**config.mk**
```make
export PLATFORM = sky130hd
export DESIGN_NAME = pmcc_run_controller_flat
export DESIGN_NICKNAME = d
export VERILOG_FILES = /design/src/rtl/pmcc_run_controller_pkg.sv /design/src/rtl/pmcc_run_controller_if.sv /design/src/rtl/pmcc_trig_sync.sv /design/src/rtl/pmcc_run_controller.sv /design/src/flat_wrapper.sv
export SDC_FILE = /design/constraint.sdc
export NUM_CORES = 1
export LEC_CHECK = 0
export BUFFER_PORTS_ARGS = -buffer_cell sky130_fd_sc_hd__buf_2
export CAP_MARGIN = 20
export CELL_PAD_IN_SITES_DETAIL_PLACEMENT = 1
export CELL_PAD_IN_SITES_GLOBAL_PLACEMENT = 1
export CORE_MARGIN = 4
export CORE_UTILIZATION = 41
export DETAILED_ROUTE_END_ITERATION = 8
export PLACE_DENSITY_LB_ADDON = 0.12
export SLEW_MARGIN = 25
export SYNTH_ARGS = -nofsm -noshare
export SYNTH_HDL_FRONTEND = slang
export SYNTH_SLANG_ARGS = --single-unit
```
**constraint.sdc**
```tcl
create_clock -name clk -period 2.7 [get_ports clk]
set_clock_uncertainty 0.15 [all_clocks]
set_input_delay 0.135 -clock clk [delete_from_list [all_inputs] [get_ports clk]]
set_output_delay 0.135 -clock clk [all_outputs]
set_load 0.05 [all_outputs]
```
**src/rtl/pmcc_run_controller_pkg.sv**
```systemverilog
// Shared types for the pmcc run controller.
//   pmcc_run_state_t : run sequencer state encoding
//   trig_window()    : states in which trigger requests reach pmcc
package pmcc_run_controller_pkg;

    typedef enum logic [2:0] {
        IDLE  = 3'd0,
        CLEAR = 3'd1,
        RUN   = 3'd2,
        STEP  = 3'd3,
        END   = 3'd4
    } pmcc_run_state_t;

    function automatic logic trig_window(input pmcc_run_state_t s);
        return (s == RUN) || (s == STEP);
    endfunction

endpackage

```
**src/rtl/pmcc_run_controller_if.sv**
```systemverilog
// Register-block side of the pmcc run controller.
//   cmd_*        : single-cycle command pulses from software
//   cfg_*        : configuration levels (changed only while idle)
//   busy/done/tmo_err/done_irq/cycle_cnt : status back to the register block
// master = PMC register block, slave = run controller.
interface pmcc_run_controller_if #(
    parameter int PC_W  = 8,
    parameter int TMO_W = 16,
    parameter int CNT_W = 32
);
    logic             cmd_start;
    logic             cmd_stop;
    logic             cmd_step;
    logic             cmd_swtrig;
    logic             cfg_step_en;
    logic [PC_W-1:0]  cfg_end_pc;
    logic [TMO_W-1:0] cfg_timeout;
    logic             busy;
    logic             done;
    logic             tmo_err;
    logic             done_irq;
    logic [CNT_W-1:0] cycle_cnt;

    modport master (
        output cmd_start, cmd_stop, cmd_step, cmd_swtrig,
        output cfg_step_en, cfg_end_pc, cfg_timeout,
        input  busy, done, tmo_err, done_irq, cycle_cnt
    );

    modport slave (
        input  cmd_start, cmd_stop, cmd_step, cmd_swtrig,
        input  cfg_step_en, cfg_end_pc, cfg_timeout,
        output busy, done, tmo_err, done_irq, cycle_cnt
    );
endinterface

```
**src/rtl/pmcc_trig_sync.sv**
```systemverilog
// External trigger conditioning: two-flop synchronizer followed by a
// rising-edge detector.
//   clk, rst_n : clock, asynchronous active-low reset
//   async_in   : asynchronous trigger level
//   pulse      : one-cycle pulse per synchronized rising edge
module pmcc_trig_sync (
    input  logic clk,
    input  logic rst_n,
    input  logic async_in,
    output logic pulse
);
    logic meta;
    logic sync;
    logic sync_d;

    always_ff @(posedge clk or negedge rst_n) begin
        if (!rst_n) begin
            meta   <= 1'b0;
            sync   <= 1'b0;
            sync_d <= 1'b0;
        end else begin
            meta   <= async_in;
            sync   <= meta;
            sync_d <= sync;
        end
    end

    assign pulse = sync & ~sync_d;
endmodule

```
**src/rtl/pmcc_run_controller.sv**
```systemverilog
// Run sequencer in front of the pixel-matrix coprocessor.
//   clk, rst_n  : clock, asynchronous active-low reset
//   ctl         : register-block commands, configuration and status
//   ext_trig    : asynchronous external trigger level
//   pc_if       : pmcc fetch PC
//   waitt       : pmcc is executing a WAIT instruction
//   pmcc_rst_n  : pmcc reset, low for RST_CYCLES cycles on start
//   pmcc_en     : pmcc advance enable
//   trigger     : one-cycle trigger pulse to pmcc
module pmcc_run_controller
    import pmcc_run_controller_pkg::*;
#(
    parameter int PC_W       = 8,
    parameter int TMO_W      = 16,
    parameter int CNT_W      = 32,
    parameter int RST_CYCLES = 2
) (
    input  logic                 clk,
    input  logic                 rst_n,
    pmcc_run_controller_if.slave ctl,
    input  logic                 ext_trig,
    input  logic [PC_W-1:0]      pc_if,
    input  logic                 waitt,
    output logic                 pmcc_rst_n,
    output logic                 pmcc_en,
    output logic                 trigger
);
    localparam int RC_W = (RST_CYCLES > 1) ? $clog2(RST_CYCLES) : 1;
    localparam logic [RC_W-1:0] RC_LAST = RC_W'(RST_CYCLES - 1);

    pmcc_run_state_t  st;
    logic [RC_W-1:0]  rst_cnt;
    logic [TMO_W-1:0] tmo_cnt;
    logic [TMO_W:0]   tmo_nxt;
    logic             ext_pulse;
    logic             end_hit;
    logic             tmo_hit;
    logic             trig_req;

    function automatic logic [CNT_W-1:0] sat_inc_cnt(input logic [CNT_W-1:0] v);
        return (&v) ? v : v + CNT_W'(1);
    endfunction

    function automatic logic [TMO_W-1:0] sat_inc_tmo(input logic [TMO_W-1:0] v);
        return (&v) ? v : v + TMO_W'(1);
    endfunction

    pmcc_trig_sync u_trig_sync (
        .clk      (clk),
        .rst_n    (rst_n),
        .async_in (ext_trig),
        .pulse    (ext_pulse)
    );

    // End conditions are judged on the cycle pmcc actually executes; the wait
    // counter is compared one ahead so the run ends on the Nth wait cycle itself.
    always_comb begin
        end_hit  = pmcc_en && (pc_if == ctl.cfg_end_pc);
        tmo_nxt  = {1'b0, tmo_cnt} + (TMO_W+1)'(1);
        tmo_hit  = pmcc_en && waitt && !trigger && (ctl.cfg_timeout != '0)
                   && (tmo_nxt == {1'b0, ctl.cfg_timeout});
        trig_req = (ext_pulse || ctl.cmd_swtrig) && trig_window(st);
    end

    always_ff @(posedge clk or negedge rst_n) begin
        if (!rst_n) begin
            st            <= IDLE;
            rst_cnt       <= '0;
            tmo_cnt       <= '0;
            pmcc_rst_n    <= 1'b1;
            pmcc_en       <= 1'b0;
            trigger       <= 1'b0;
            ctl.busy      <= 1'b0;
            ctl.done      <= 1'b0;
            ctl.tmo_err   <= 1'b0;
            ctl.done_irq  <= 1'b0;
            ctl.cycle_cnt <= '0;
        end else begin
            ctl.done_irq <= 1'b0;
            trigger      <= trig_req;
            if (pmcc_en) ctl.cycle_cnt <= sat_inc_cnt(ctl.cycle_cnt);
            if (!waitt || trigger) tmo_cnt <= '0;
            else if (pmcc_en)      tmo_cnt <= sat_inc_tmo(tmo_cnt);

            // Stop leaves pmcc out of reset so its state can be inspected.
            if (ctl.cmd_stop && (st inside {CLEAR, RUN, STEP})) begin
                st         <= IDLE;
                ctl.busy   <= 1'b0;
                pmcc_en    <= 1'b0;
                pmcc_rst_n <= 1'b1;
            end else begin
                unique case (st)
                    IDLE: begin
                        if (ctl.cmd_start && !ctl.cmd_stop) begin
                            st            <= CLEAR;
                            ctl.busy      <= 1'b1;
                            ctl.done      <= 1'b0;
                            ctl.tmo_err   <= 1'b0;
                            ctl.cycle_cnt <= '0;
                            rst_cnt       <= '0;
                            tmo_cnt       <= '0;
                            pmcc_rst_n    <= 1'b0;
                        end
                    end
                    CLEAR: begin
                        if (rst_cnt == RC_LAST) begin
                            pmcc_rst_n <= 1'b1;
                            st         <= ctl.cfg_step_en ? STEP : RUN;
                            pmcc_en    <= !ctl.cfg_step_en;
                        end else begin
                            rst_cnt <= rst_cnt + RC_W'(1);
                        end
                    end
                    RUN, STEP: begin
                        if (end_hit) begin
                            st           <= END;
                            pmcc_en      <= 1'b0;
                            ctl.done     <= 1'b1;
                            ctl.done_irq <= 1'b1;
                        end else if (tmo_hit) begin
                            st           <= END;
                            pmcc_en      <= 1'b0;
                            ctl.tmo_err  <= 1'b1;
                            ctl.done_irq <= 1'b1;
                        end else if (ctl.cfg_step_en) begin
                            st      <= STEP;
                            pmcc_en <= (st == STEP) && ctl.cmd_step;
                        end else begin
                            st      <= RUN;
                            pmcc_en <= 1'b1;
                        end
                    end
                    END: begin
                        st       <= IDLE;
                        ctl.busy <= 1'b0;
                    end
                    default: begin
                        st       <= IDLE;
                        ctl.busy <= 1'b0;
                        pmcc_en  <= 1'b0;
                    end
                endcase
            end
        end
    end
endmodule

```
**src/flat_wrapper.sv**
```systemverilog
// flat-port wrapper written by rule: the top's interface ports become plain ports
module pmcc_run_controller_flat import pmcc_run_controller_pkg::*;
#(
    parameter int PC_W       = 8,
    parameter int TMO_W      = 16,
    parameter int CNT_W      = 32,
    parameter int RST_CYCLES = 2
)
  (clk, rst_n, ext_trig, pc_if, waitt, pmcc_rst_n, pmcc_en, trigger, ctl_cmd_start, ctl_cmd_stop, ctl_cmd_step, ctl_cmd_swtrig, ctl_cfg_step_en, ctl_cfg_end_pc, ctl_cfg_timeout, ctl_busy, ctl_done, ctl_tmo_err, ctl_done_irq, ctl_cycle_cnt);
  pmcc_run_controller_if #(.PC_W(PC_W), .TMO_W(TMO_W), .CNT_W(CNT_W)) ctl_i ();
  input  logic clk;
  input  logic rst_n;
  input  logic ext_trig;
  input  logic [PC_W-1:0] pc_if;
  input  logic waitt;
  output logic pmcc_rst_n;
  output logic pmcc_en;
  output logic trigger;
  input wire logic [$bits(ctl_i.cmd_start)-1:0] ctl_cmd_start;
  input wire logic [$bits(ctl_i.cmd_stop)-1:0] ctl_cmd_stop;
  input wire logic [$bits(ctl_i.cmd_step)-1:0] ctl_cmd_step;
  input wire logic [$bits(ctl_i.cmd_swtrig)-1:0] ctl_cmd_swtrig;
  input wire logic [$bits(ctl_i.cfg_step_en)-1:0] ctl_cfg_step_en;
  input wire logic [$bits(ctl_i.cfg_end_pc)-1:0] ctl_cfg_end_pc;
  input wire logic [$bits(ctl_i.cfg_timeout)-1:0] ctl_cfg_timeout;
  output wire logic [$bits(ctl_i.busy)-1:0] ctl_busy;
  output wire logic [$bits(ctl_i.done)-1:0] ctl_done;
  output wire logic [$bits(ctl_i.tmo_err)-1:0] ctl_tmo_err;
  output wire logic [$bits(ctl_i.done_irq)-1:0] ctl_done_irq;
  output wire logic [$bits(ctl_i.cycle_cnt)-1:0] ctl_cycle_cnt;
  assign ctl_i.cmd_start = ctl_cmd_start;
  assign ctl_i.cmd_stop = ctl_cmd_stop;
  assign ctl_i.cmd_step = ctl_cmd_step;
  assign ctl_i.cmd_swtrig = ctl_cmd_swtrig;
  assign ctl_i.cfg_step_en = ctl_cfg_step_en;
  assign ctl_i.cfg_end_pc = ctl_cfg_end_pc;
  assign ctl_i.cfg_timeout = ctl_cfg_timeout;
  assign ctl_busy = ctl_i.busy;
  assign ctl_done = ctl_i.done;
  assign ctl_tmo_err = ctl_i.tmo_err;
  assign ctl_done_irq = ctl_i.done_irq;
  assign ctl_cycle_cnt = ctl_i.cycle_cnt;
  pmcc_run_controller #(.PC_W(PC_W), .TMO_W(TMO_W), .CNT_W(CNT_W), .RST_CYCLES(RST_CYCLES)) u_core (.clk(clk), .rst_n(rst_n), .ctl(ctl_i), .ext_trig(ext_trig), .pc_if(pc_if), .waitt(waitt), .pmcc_rst_n(pmcc_rst_n), .pmcc_en(pmcc_en), .trigger(trigger));
endmodule
```
==> metrics, run 1 <==
status complete, no violations; Pins Over Slew Limit 0; register area share after synthesis 0.425; reg-to-reg endpoint u_core.pmcc_en$_DFFE_PN0P_; Hold Crit Endpoint u_core.pmcc_en$_DFFE_PN0P_; clk root buf clkbuf_8; Mapped Cells 405; Vias/cell 5.49; Hold Crit Depth 3; register clock-pin slew on the reported worst setup and hold paths 0.08 ns; Total Wirelength 10400 um; crit path max-delay cell type dfrtp_1; CP peak stage delay 0.36 ns; Synth Cell Area 3660 sq um; ranking of synthesized cells by area dfrtp_1 42%, xor2_1 8.4%, xnor2_1 7.2%, nor2_1 5.7%, nand2_1 3.2%; die area 10500 sq um; FF-to-FF setup slack 0.17 ns; Sink Count 62; htree depth 3; final hold vios 0; number of buffers created by CTS 9; I/O Pins 80; hold path startpoint ctl_cmd_step; worst vdd ir 0.000301 V; Slew @ Worst Pin 0.860 ns; filler instances 1031; layout cell share with drive strength beyond 1 0.244; Synth cell types 53; crit path launch type flop; most frequent cells after synthesis 61 x dfrtp_1, 56 x nor2_1, 35 x xor2_1; register bit count reported by yosys 62; via count 3368; power density over the cells 572 nW/um^2; Worst-Skew Late Latency 0.35 ns; initial antenna violation count 0; Worst Path Max Fanout 6; ant diodes 0; leakage 0.00208 uW; asr flop ratio synth 1.00; Req. time, crit path 2.79 ns; total power draw 2600 uW; Die W 102 um; Antenna Violating Nets Remaining 0; Synth top area share 0.418; GPL Wtd Cong 0.947; cell count of the worst reg-to-reg path 9; fmax 0.395 GHz; GRT Total Usage 0.205; final setup violation count 0; Finished Core Util 0.523; Initial Utilization 0.421; Final Critical Period 2.53 ns; Final nets 543; port bufs 79; WP data arrival 2.63 ns; Iter 0 DRT Violations 97; syn_nets 448; Yosys warnings 0; period utilization 0.938; Clock Path Buffers 2; Core Area 8680 sq um; first-pass GRT wire length 16900 um; Final HPWL DP 7570 um; reg2reg start u_core.tmo_cnt[0]$_DFF_PN0_; largest area contributor in the netlist dfrtp_1; vias in the first global route 3476; row count 34; Avg Cell Area, Syn 9.03 sq um; CP cell instances ha_1 > nand3_1 > buf_4 > or3_1 > o2111ai_1 > a2111oi_2 > o2111a_1 > a21o_1 > o32ai_1; drt wl/cell 16.9 um; DP Area 4240 sq um; Max Cap Viol 0; top_reg_cell synth dfrtp_1; most common cell in the netlist dfrtp_1; drt first pass iters 4; largest net degree at the start of global routing 37; Rel. slew slack 0.427; number of enable flip-flop cells after synthesis 0; DRC 0; Worst setup EP type flop; TritonCTS clock tree done; Area growth, synth to finish 24.2%; Worst Hold Class in -> reg; Vert. Die Dim 102 um; Design Area, Final 4540 sq um; GRT overflow 0; critical path class reg -> reg
sequential cells by signal, indices dropped and copies added, names as in the netlist:
name / count
u_core.ctl.busy: 1
u_core.ctl.cycle_cnt: 32
u_core.ctl.done: 1
u_core.ctl.done_irq: 1
u_core.ctl.tmo_err: 1
u_core.pmcc_en: 1
u_core.pmcc_rst_n: 1
u_core.rst_cnt: 1
u_core.st: 3
u_core.tmo_cnt: 16
u_core.trigger: 1
u_core.u_trig_sync.meta: 1
u_core.u_trig_sync.sync: 1
u_core.u_trig_sync.sync_d: 1
metrics by stage:
| stage | worst slack, ns | cells | hold slack, ns | TNS [ns] |
|---|---|---|---|---|
| 5_1_grt | -0.0119 | 613 | 0.0571 | -0.0119 |
| 2_1_floorplan | 0.0410 | 405 | -0.311 | 0 |
| 3_5_place_dp | -0.0608 | 592 | 0.0947 | -0.243 |
| 3_3_place_gp | 0.0219 | 592 | 0.0962 | 0 |
| 6_report | 0.167 | 613 | 0.0577 | 0 |
| 4_1_cts | 0.0939 | 613 | 0.0275 | 0 |
final cells by class:
| cell class | count | area [sq um] | area share |
|---|---|---|---|
| clock inverters | 5 | 63.8 | 0.0141 |
| inverters | 14 | 52.6 | 0.0116 |
| clock buffers | 11 | 151 | 0.0334 |
| well taps | 108 | 135 | 0.0298 |
| multi-input cells | 313 | 2010 | 0.442 |
| repair buffers | 100 | 578 | 0.127 |
| flip-flops and latches | 62 | 1550 | 0.342 |
power by group:
group / total, uW / switching, uW / internal (uW)
sequential: 1080 / 82.5 / 1000
clock: 902 / 417 / 485
combinational: 611 / 405 / 205
worst max-delay path by stage:
stage | startpoint | to | slack [ns] | cells past startpoint
finish | u_core.tmo_cnt[0]$_DFF_PN0_ | u_core.pmcc_en$_DFFE_PN0P_ | 0.17 | 9
global route | u_core.ctl.cycle_cnt[3]$_DFF_PN0_ | u_core.ctl.cycle_cnt[22]$_DFF_PN0_ | -0.01 | 6
CTS | u_core.tmo_cnt[0]$_DFF_PN0_ | u_core.ctl.done_irq$_DFF_PN0_ | 0.09 | 8
detailed placement | u_core.tmo_cnt[0]$_DFF_PN0_ | u_core.ctl.done_irq$_DFF_PN0_ | -0.06 | 8
global placement | u_core.tmo_cnt[0]$_DFF_PN0_ | u_core.st[0]$_DFFE_PN0P_ | 0.02 | 8
floorplan | u_core.ctl.cycle_cnt[14]$_DFF_PN0_ | u_core.ctl.cycle_cnt[7]$_DFF_PN0_ | 0.04 | 7
critical path: cells and delay by family, from the launching register on:
kind / cells / cell delay (ns)
simple gates: 2 / 0.57
fa+ha+maj: 1 / 0.22
compound gates: 5 / 0.88
buf+inv: 1 / 0.23
flops: 1 / 0.36
repair_timing:
item | CTS | global route
buffers inserted | 0 | 0
resized for setup | 2 | 4
endpoints found under the setup margin | 6 | 12
hold buffers | 5 | 0
hold endpoints to repair | 39 | 0
pin swaps | 0 | 1
metal layers:
layer | track usage | up-vias | share of wire | routed length, um
met3 | 0.0389 | 10 | 0.044 | 459
met5 | 0 | - | 0 | 0
li1 | - | 1623 | - | -
met4 | 0.0636 | 0 | 0.013 | 137
met1 | 0.249 | 1656 | 0.42 | 4390
met2 | 0.366 | 79 | 0.52 | 5380
cells in the final DEF (no fill, tap or decap), types with 3 or more instances in the layout:
master / n
buf_2: 79
dfrtp_1: 61
nor2_1: 56
xor2_1: 35
nand2_1: 31
xnor2_1: 30
nand3_1: 21
nand4_1: 16
and3_1: 15
buf_4: 15
inv_1: 14
a21oi_1: 14
nor3_1: 13
clkbuf_8: 11
o21ai_0: 10
nor4_1: 8
or3_1: 6
and4_1: 5
a31oi_1: 5
dlygate4sd3_1: 5
nand2b_1: 3
o2111ai_1: 3
o31ai_1: 3
cells by family after synthesis:
| kind of cell | after synthesis | synth area share |
|---|---|---|
| buffers and inverters | 30 | 0.0356 |
| AND/OR/NAND/NOR | 191 | 0.271 |
| XOR/XNOR | 65 | 0.156 |
| multiplexers | 2 | 0.00548 |
| flip-flops | 62 | 0.425 |
| adder cells (fa/ha/maj) | 2 | 0.00684 |
| AO/OA/AOI/OAI | 53 | 0.100 |
(Power assumes the default switching activity.)
==> run 2: changes to the inputs <==
Settings changed: ABC_CLOCK_PERIOD_IN_PS set to 2700, CORE_ASPECT_RATIO set to 0.8.
==> run 2 against run 1 <==
Against the previous run:
- sequential share of layout area up 0.43 points
- sequential power hardly changed
- count of clock-buffer cells in the layout rose by 1
- power fell by 7.0%
- design area fell by 1.2%
- critical path type unchanged
- largest power group unchanged
==> metrics, run 2 (synthesis gave the netlist of run 1 again) <==
via count 3386 (+0.53%); status complete, no violations; Iter 0 DRT Violations 111 (+14%); Rel. slew slack 0.507 (+0.0798); largest net degree at the start of global routing 33 (-11%); power density over the cells 538 nW/um^2 (-5.9%); Die W 114 um (+11%); Regs by FF count u_core.ctl.cycle_cnt x32, u_core.tmo_cnt x16, u_core.st x3; row count 30 (-12%); Total Wirelength 10400 um (+0.64%); Design Area, Final 4480 sq um (-1.2%); Worst Hold Class in -> reg; critical path class reg -> reg; metal2 WL 4930 um (-8.5%); period utilization 0.951 (+0.0129); CP delay by family, top compound AO/OA/AOI/OAI gates; first-pass GRT wire length 17700 um (+4.6%); Area growth, synth to finish 22.6%; Worst Path Max Fanout 4 (-2); DRC 0 (unchanged); WL met1 4860 um (+11%); ant diodes 0 (unchanged); crit path launch type flop; WP depth 8 (-1); I/O Pins 80 (unchanged); Worst setup EP type flop; Req. time, crit path 2.76 ns (-0.03 ns); vias in the first global route 3502 (+0.75%); crit path to u_core.st[0]$_DFFE_PN0P_; Clock Path Buffers 2 (unchanged); DP Area 4240 sq um (about the same); Final nets 542 (-0.18%); Slew @ Worst Pin 0.740 ns (-0.120 ns); drt first pass iters 4 (unchanged); drt wl/cell 17.0 um (+0.47%); TritonCTS clock tree done; Core Area 8600 sq um (-0.95%); number of buffers created by CTS 9 (unchanged); CP cell instances ha_1 > xor2_1 > nor4_2 > o2111ai_1 > a2111oi_2 > o2111a_2 > a21o_1 > o211ai_1; Antenna Violating Nets Remaining 0 (unchanged); htree depth 3 (unchanged); Initial Utilization 0.425 (+0.00405); Pins Over Slew Limit 0 (unchanged); Worst-Skew Late Latency 0.34 ns (about the same); reg2reg start u_core.tmo_cnt[0]$_DFF_PN0_; CP peak stage delay 0.39 ns (+0.03 ns); GPL Wtd Cong 0.833 (-12%); filler instances 1037 (+0.58%); FF-to-FF setup slack 0.13 ns (-0.03 ns); reg-to-reg endpoint u_core.st[0]$_DFFE_PN0P_; worst vdd ir 0.000561 V (+87%); routed wl met3 542 um (+18%); max reg flops 32 (unchanged); commonest non-fill, non-tap cells in the layout 79 x buf_2, 61 x dfrtp_1, 55 x nor2_1; clk root buf clkbuf_8; crit path max-delay cell type dfrtp_1; unrepaired setup endpoints after global routing no; GRT Total Usage 0.210 (+0.00473); WP data arrival 2.62 ns (about the same); Max Cap Viol 0 (unchanged); layout cell share with drive strength beyond 1 0.243 (-0.000536); die area 10500 sq um (about the same); cell count of the worst reg-to-reg path 8 (-1); register clock-pin slew on the reported worst setup and hold paths 0.06 ns (-0.02 ns); setup repair bufs after CTS 0 (unchanged); total power draw 2410 uW (-7.0%); Sink Count 62 (unchanged); Vert. Die Dim 92.5 um (-9.7%); Final HPWL DP 7900 um (+4.3%); port bufs 79 (unchanged); GRT overflow 0 (unchanged); final setup violation count 0 (unchanged); Final Critical Period 2.57 ns (+0.0348 ns); Finished Core Util 0.522 (-0.00152); Max Used Layer met4; Largest Register u_core.ctl.cycle_cnt; final hold vios 0 (unchanged); leakage 0.00205 uW (-1.5%); commonest non-fill, non-tap cell in the layout buf_2; Crit. Startpoint u_core.tmo_cnt[0]$_DFF_PN0_; Worst Path Buf+Inv 0 (-1); fmax 0.389 GHz (-1.4%); initial antenna violation count 0 (unchanged); Vias/cell 5.51 (+0.37%)
## run 2: power by group
group / total (uW) / internal [uW] / switching (uW)
clock network: 704 / 346 / 359
logic: 620 / 210 / 410
registers: 1090 / 1000 / 86.7
## run 2: repair_timing
item,in CTS,in global routing
endpoints found under the setup margin,6,8
endpoints found under the hold margin,35,0
gates resized for setup,3,6
hold buffers,5,0
## run 2: per-stage QoR
step	TNS [ns]	setup WS, ns	hold slack (ns)	instances
floorplan	0	0.0410	-0.311	405
global placement	-0.149	-0.0483	0.0897	595
detailed placement	-1.02	-0.194	0.0951	595
CTS	0	0.103	0.0314	614
global route	0	0.00101	0.0324	614
finish	0	0.132	0.0441	614
## run 2: final cells by class
class | instances | area (sq um) | share of cell area
multi-input combinational | 313 | 2010 | 0.449
timing repair buffer | 99 | 571 | 0.127
tap | 112 | 140 | 0.0313
clock buffer | 12 | 145 | 0.0324
sequential | 62 | 1550 | 0.346
clock inverter | 2 | 10.0 | 0.00223
inverter | 14 | 52.6 | 0.0117
## run 2: metal layers
metal / up-vias / GRT usage
met4: 0 / 0.0591
met1: 1683 / 0.291
met2: 77 / 0.325
li1: 1617 / -
met5: - / 0
met3: 9 / 0.0536
## run 2: how the worst min path moves through the flow
stage                  from                           to  slack [ns]  cells after the start
2_1_floorplan         rst_n  u_core.ctl.busy$_DFFE_PN0P_       -0.31                      0
3_3_place_gp          rst_n  u_core.tmo_cnt[7]$_DFF_PN0_        0.09                      1
3_5_place_dp          rst_n  u_core.tmo_cnt[7]$_DFF_PN0_         0.1                      1
4_1_cts        ctl_cmd_step   u_core.pmcc_en$_DFFE_PN0P_        0.03                      3
5_1_grt        ctl_cmd_step   u_core.pmcc_en$_DFFE_PN0P_        0.03                      3
6_report       ctl_cmd_step   u_core.pmcc_en$_DFFE_PN0P_        0.04                      3
## run 2: tightest hold or removal path: stages
cell	delay [ns]
buf_2	0.09
a21boi_0	0.17
o32ai_1	0.09
==> run 3: changes to the inputs <==
Settings changed: ABC_CLOCK_PERIOD_IN_PS 2700 to 2800.
Clock period 2.7 ns to 2.8 ns, I/O delays scaled along.
==> run 3 against run 2 <==
Against the previous run:
- sequential power about the same
- maximum frequency decreased by 1.1%
- first-iteration DRC count is 9.9% higher
- wire length is 0.36% lower
- global-route usage is 0.39 points lower
- count of clock-buffer cells in the layout is 2 higher
- largest cell class unchanged
==> metrics, run 3 (synthesis gave the netlist of run 1 again) <==
status complete, no violations; Regs by FF count u_core.ctl.cycle_cnt x32, u_core.tmo_cnt x16, u_core.st x3; max reg flops 32 (unchanged); Antenna Violating Nets Remaining 0 (unchanged); drt wl/cell 16.9 um (-0.53%); Pins Over Slew Limit 0 (unchanged); die area 10500 sq um (unchanged); GRT overflow 0 (unchanged); worst vdd ir 0.000527 V (-6.2%); Design Area, Final 4520 sq um (+0.87%); WP data arrival 2.65 ns (+0.03 ns); Hold Slack 0.0373 ns (-0.00684 ns); Max Cap Viol 0 (unchanged); NetSw 833 uW (-2.6%); setup ws final 0.204 ns (+0.0725 ns); Worst setup EP type flop; Seq pwr share 0.425 (-0.026); Rel. slew slack 0.543 (+0.0361); final hold vios 0 (unchanged); GPL Wtd Cong 0.865 (+3.8%); Pint 1670 uW (+7.2%); final setup violation count 0 (unchanged); Slew @ Worst Pin 0.680 ns (-0.0604 ns); Area growth, synth to finish 23.7%; via count 3368 (-0.53%); Req. time, crit path 2.86 ns (+0.10 ns); largest net degree at the start of global routing 33 (unchanged); Final Critical Period 2.60 ns (+0.0275 ns); crit path max-delay cell type dfrtp_2; Clock Path Buffers 2 (unchanged); Initial Utilization 0.425 (unchanged); layout cell share with drive strength beyond 1 0.245 (+0.00150); ant diodes 0 (unchanged); power density over the cells 554 nW/um^2 (+2.9%); DP Area 4220 sq um (-0.47%); TritonCTS clock tree done; DRC 0 (unchanged); filler instances 1041 (+0.39%); unrepaired setup endpoints after global routing no; Vias/cell 5.48 (-0.69%); Total Wirelength 10400 um (-0.36%); CP cell instances ha_1 > xor2_1 > nor4_2 > o2111ai_1 > a2111oi_2 > o2111a_1 > a21o_1 > o211ai_1; number of buffers created by CTS 9 (unchanged); Vert. Die Dim 92.5 um (unchanged); Iter 0 DRT Violations 122 (+9.9%); leakage 0.00207 uW (+0.81%); commonest non-fill, non-tap cell in the layout buf_2; period utilization 0.927 (-0.0242); Clock Power Share 0.344 (+0.052); register clock-pin slew on the reported worst setup and hold paths 0.07 ns (about the same); Comb pwr share 0.231 (-0.026); port bufs 79 (unchanged); Sink Count 62 (unchanged); clk root buf clkbuf_8; CP peak stage delay 0.46 ns (+0.07 ns); vias in the first global route 3418 (-2.4%); switch share 0.333 (-0.0216); Final nets 541 (-0.18%); I/O Pins 80 (unchanged); pre-CTS WS -0.0253 ns (+0.168 ns); commonest non-fill, non-tap cells in the layout 79 x buf_2, 59 x dfrtp_1, 56 x nor2_1; crit path launch type flop; Final HPWL DP 7830 um (-0.90%); Largest Register u_core.ctl.cycle_cnt; Die W 114 um (unchanged); Core Area 8600 sq um (unchanged); first-pass GRT wire length 17300 um (-2.1%); Worst Path Max Fanout 7 (+3); GRT Total Usage 0.206 (-0.00385); fmax 0.385 GHz (-1.1%); initial antenna violation count 0 (unchanged); Worst Hold Class in -> reg; htree depth 3 (unchanged); row count 30 (unchanged); critical path class reg -> reg; Worst-Skew Late Latency 0.34 ns (about the same); drt first pass iters 4 (unchanged)
[run 3: cell count changes in the layout (fill, tap and decap cells not counted), moves of 2 or more]
cell	delta
clkbuf_8	+3
clkinv_2	-2
dfrtp_1	-2
dfrtp_2	+2
[run 3: worst paths after layout]
kind                                                   start                                 to  slack, ns  depth (start not counted)
setup / recovery                 u_core.tmo_cnt[0]$_DFF_PN0_           u_core.st[0]$_DFFE_PN0P_       0.20                          8
hold / removal                                  ctl_cmd_step         u_core.pmcc_en$_DFFE_PN0P_       0.04                          3
hold reg to reg            u_core.u_trig_sync.meta$_DFF_PN0_  u_core.u_trig_sync.sync$_DFF_PN0_       0.21                          0
min in group asynchronous                              rst_n        u_core.tmo_cnt[4]$_DFF_PN0_       0.13                          2
setup reg to reg                 u_core.tmo_cnt[0]$_DFF_PN0_           u_core.st[0]$_DFFE_PN0P_       0.20                          8
max in group asynchronous                              rst_n      u_core.pmcc_rst_n$_DFFE_PN1P_       1.67                          3
[run 3: final cells by class]
class / count / area, sq um / share of cell area
Multi-Input combinational cell: 313 / 2000 / 0.443
Tap cell: 112 / 140 / 0.0310
Clock buffer: 14 / 183 / 0.0404
Timing Repair Buffer: 98 / 551 / 0.122
Sequential cell: 62 / 1560 / 0.344
Inverter: 14 / 52.6 / 0.0116
Clock inverter: 2 / 37.5 / 0.00830
[run 3: power groups by stage]
| stage | Sequential [uW] | Clock (uW) | Combinational (uW) |
|---|---|---|---|
| 2_1_floorplan | 1180 | 0 | 262 |
| 3_3_place_gp | 1070 | 0 | 562 |
| 3_5_place_dp | 1080 | 0 | 571 |
| 4_1_cts | 1060 | 889 | 578 |
| 5_1_grt | 1080 | 933 | 633 |
| 6_report | 1060 | 861 | 578 |
[run 3: through the flow]
step	cells	utilization	TNS (ns)	power, uW
after CTS	615	0.522	0	2530
after floorplan	405	-	0	1440
after global routing	615	0.526	0	2640
after detailed placement	594	0.491	-0.0581	1650
final	615	0.526	0	2500
after global placement	594	0.491	0	1630
[run 3: per-layer routing]
| metal | vias up | part of all wire | wire length [um] | GRT usage |
|---|---|---|---|---|
| li1 | 1618 | - | - | - |
| met1 | 1659 | 0.50 | 5190 | 0.299 |
| met2 | 77 | 0.44 | 4620 | 0.307 |
| met3 | 14 | 0.043 | 452 | 0.0464 |
| met4 | 0 | 0.012 | 129 | 0.0591 |
| met5 | - | 0 | 0 | 0 |
[run 3: critical path, delay by kind of cell (launching register included)]
family,cells,cell delay [ns]
XOR/XNOR,1,0.16
adder cells (fa/ha/maj),1,0.34
AO/OA/AOI/OAI,5,1.18
flip-flops,1,0.46
AND/OR/NAND/NOR,1,0.18
[run 3: repair_timing]
| action | CTS | global route |
|---|---|---|
| resized for setup | 1 | 7 |
| endpoints found under the hold margin | 21 | 0 |
| hold buffers | 5 | 0 |
| buffers inserted | 0 | 0 |
| setup endpoints to repair | 4 | 6 |
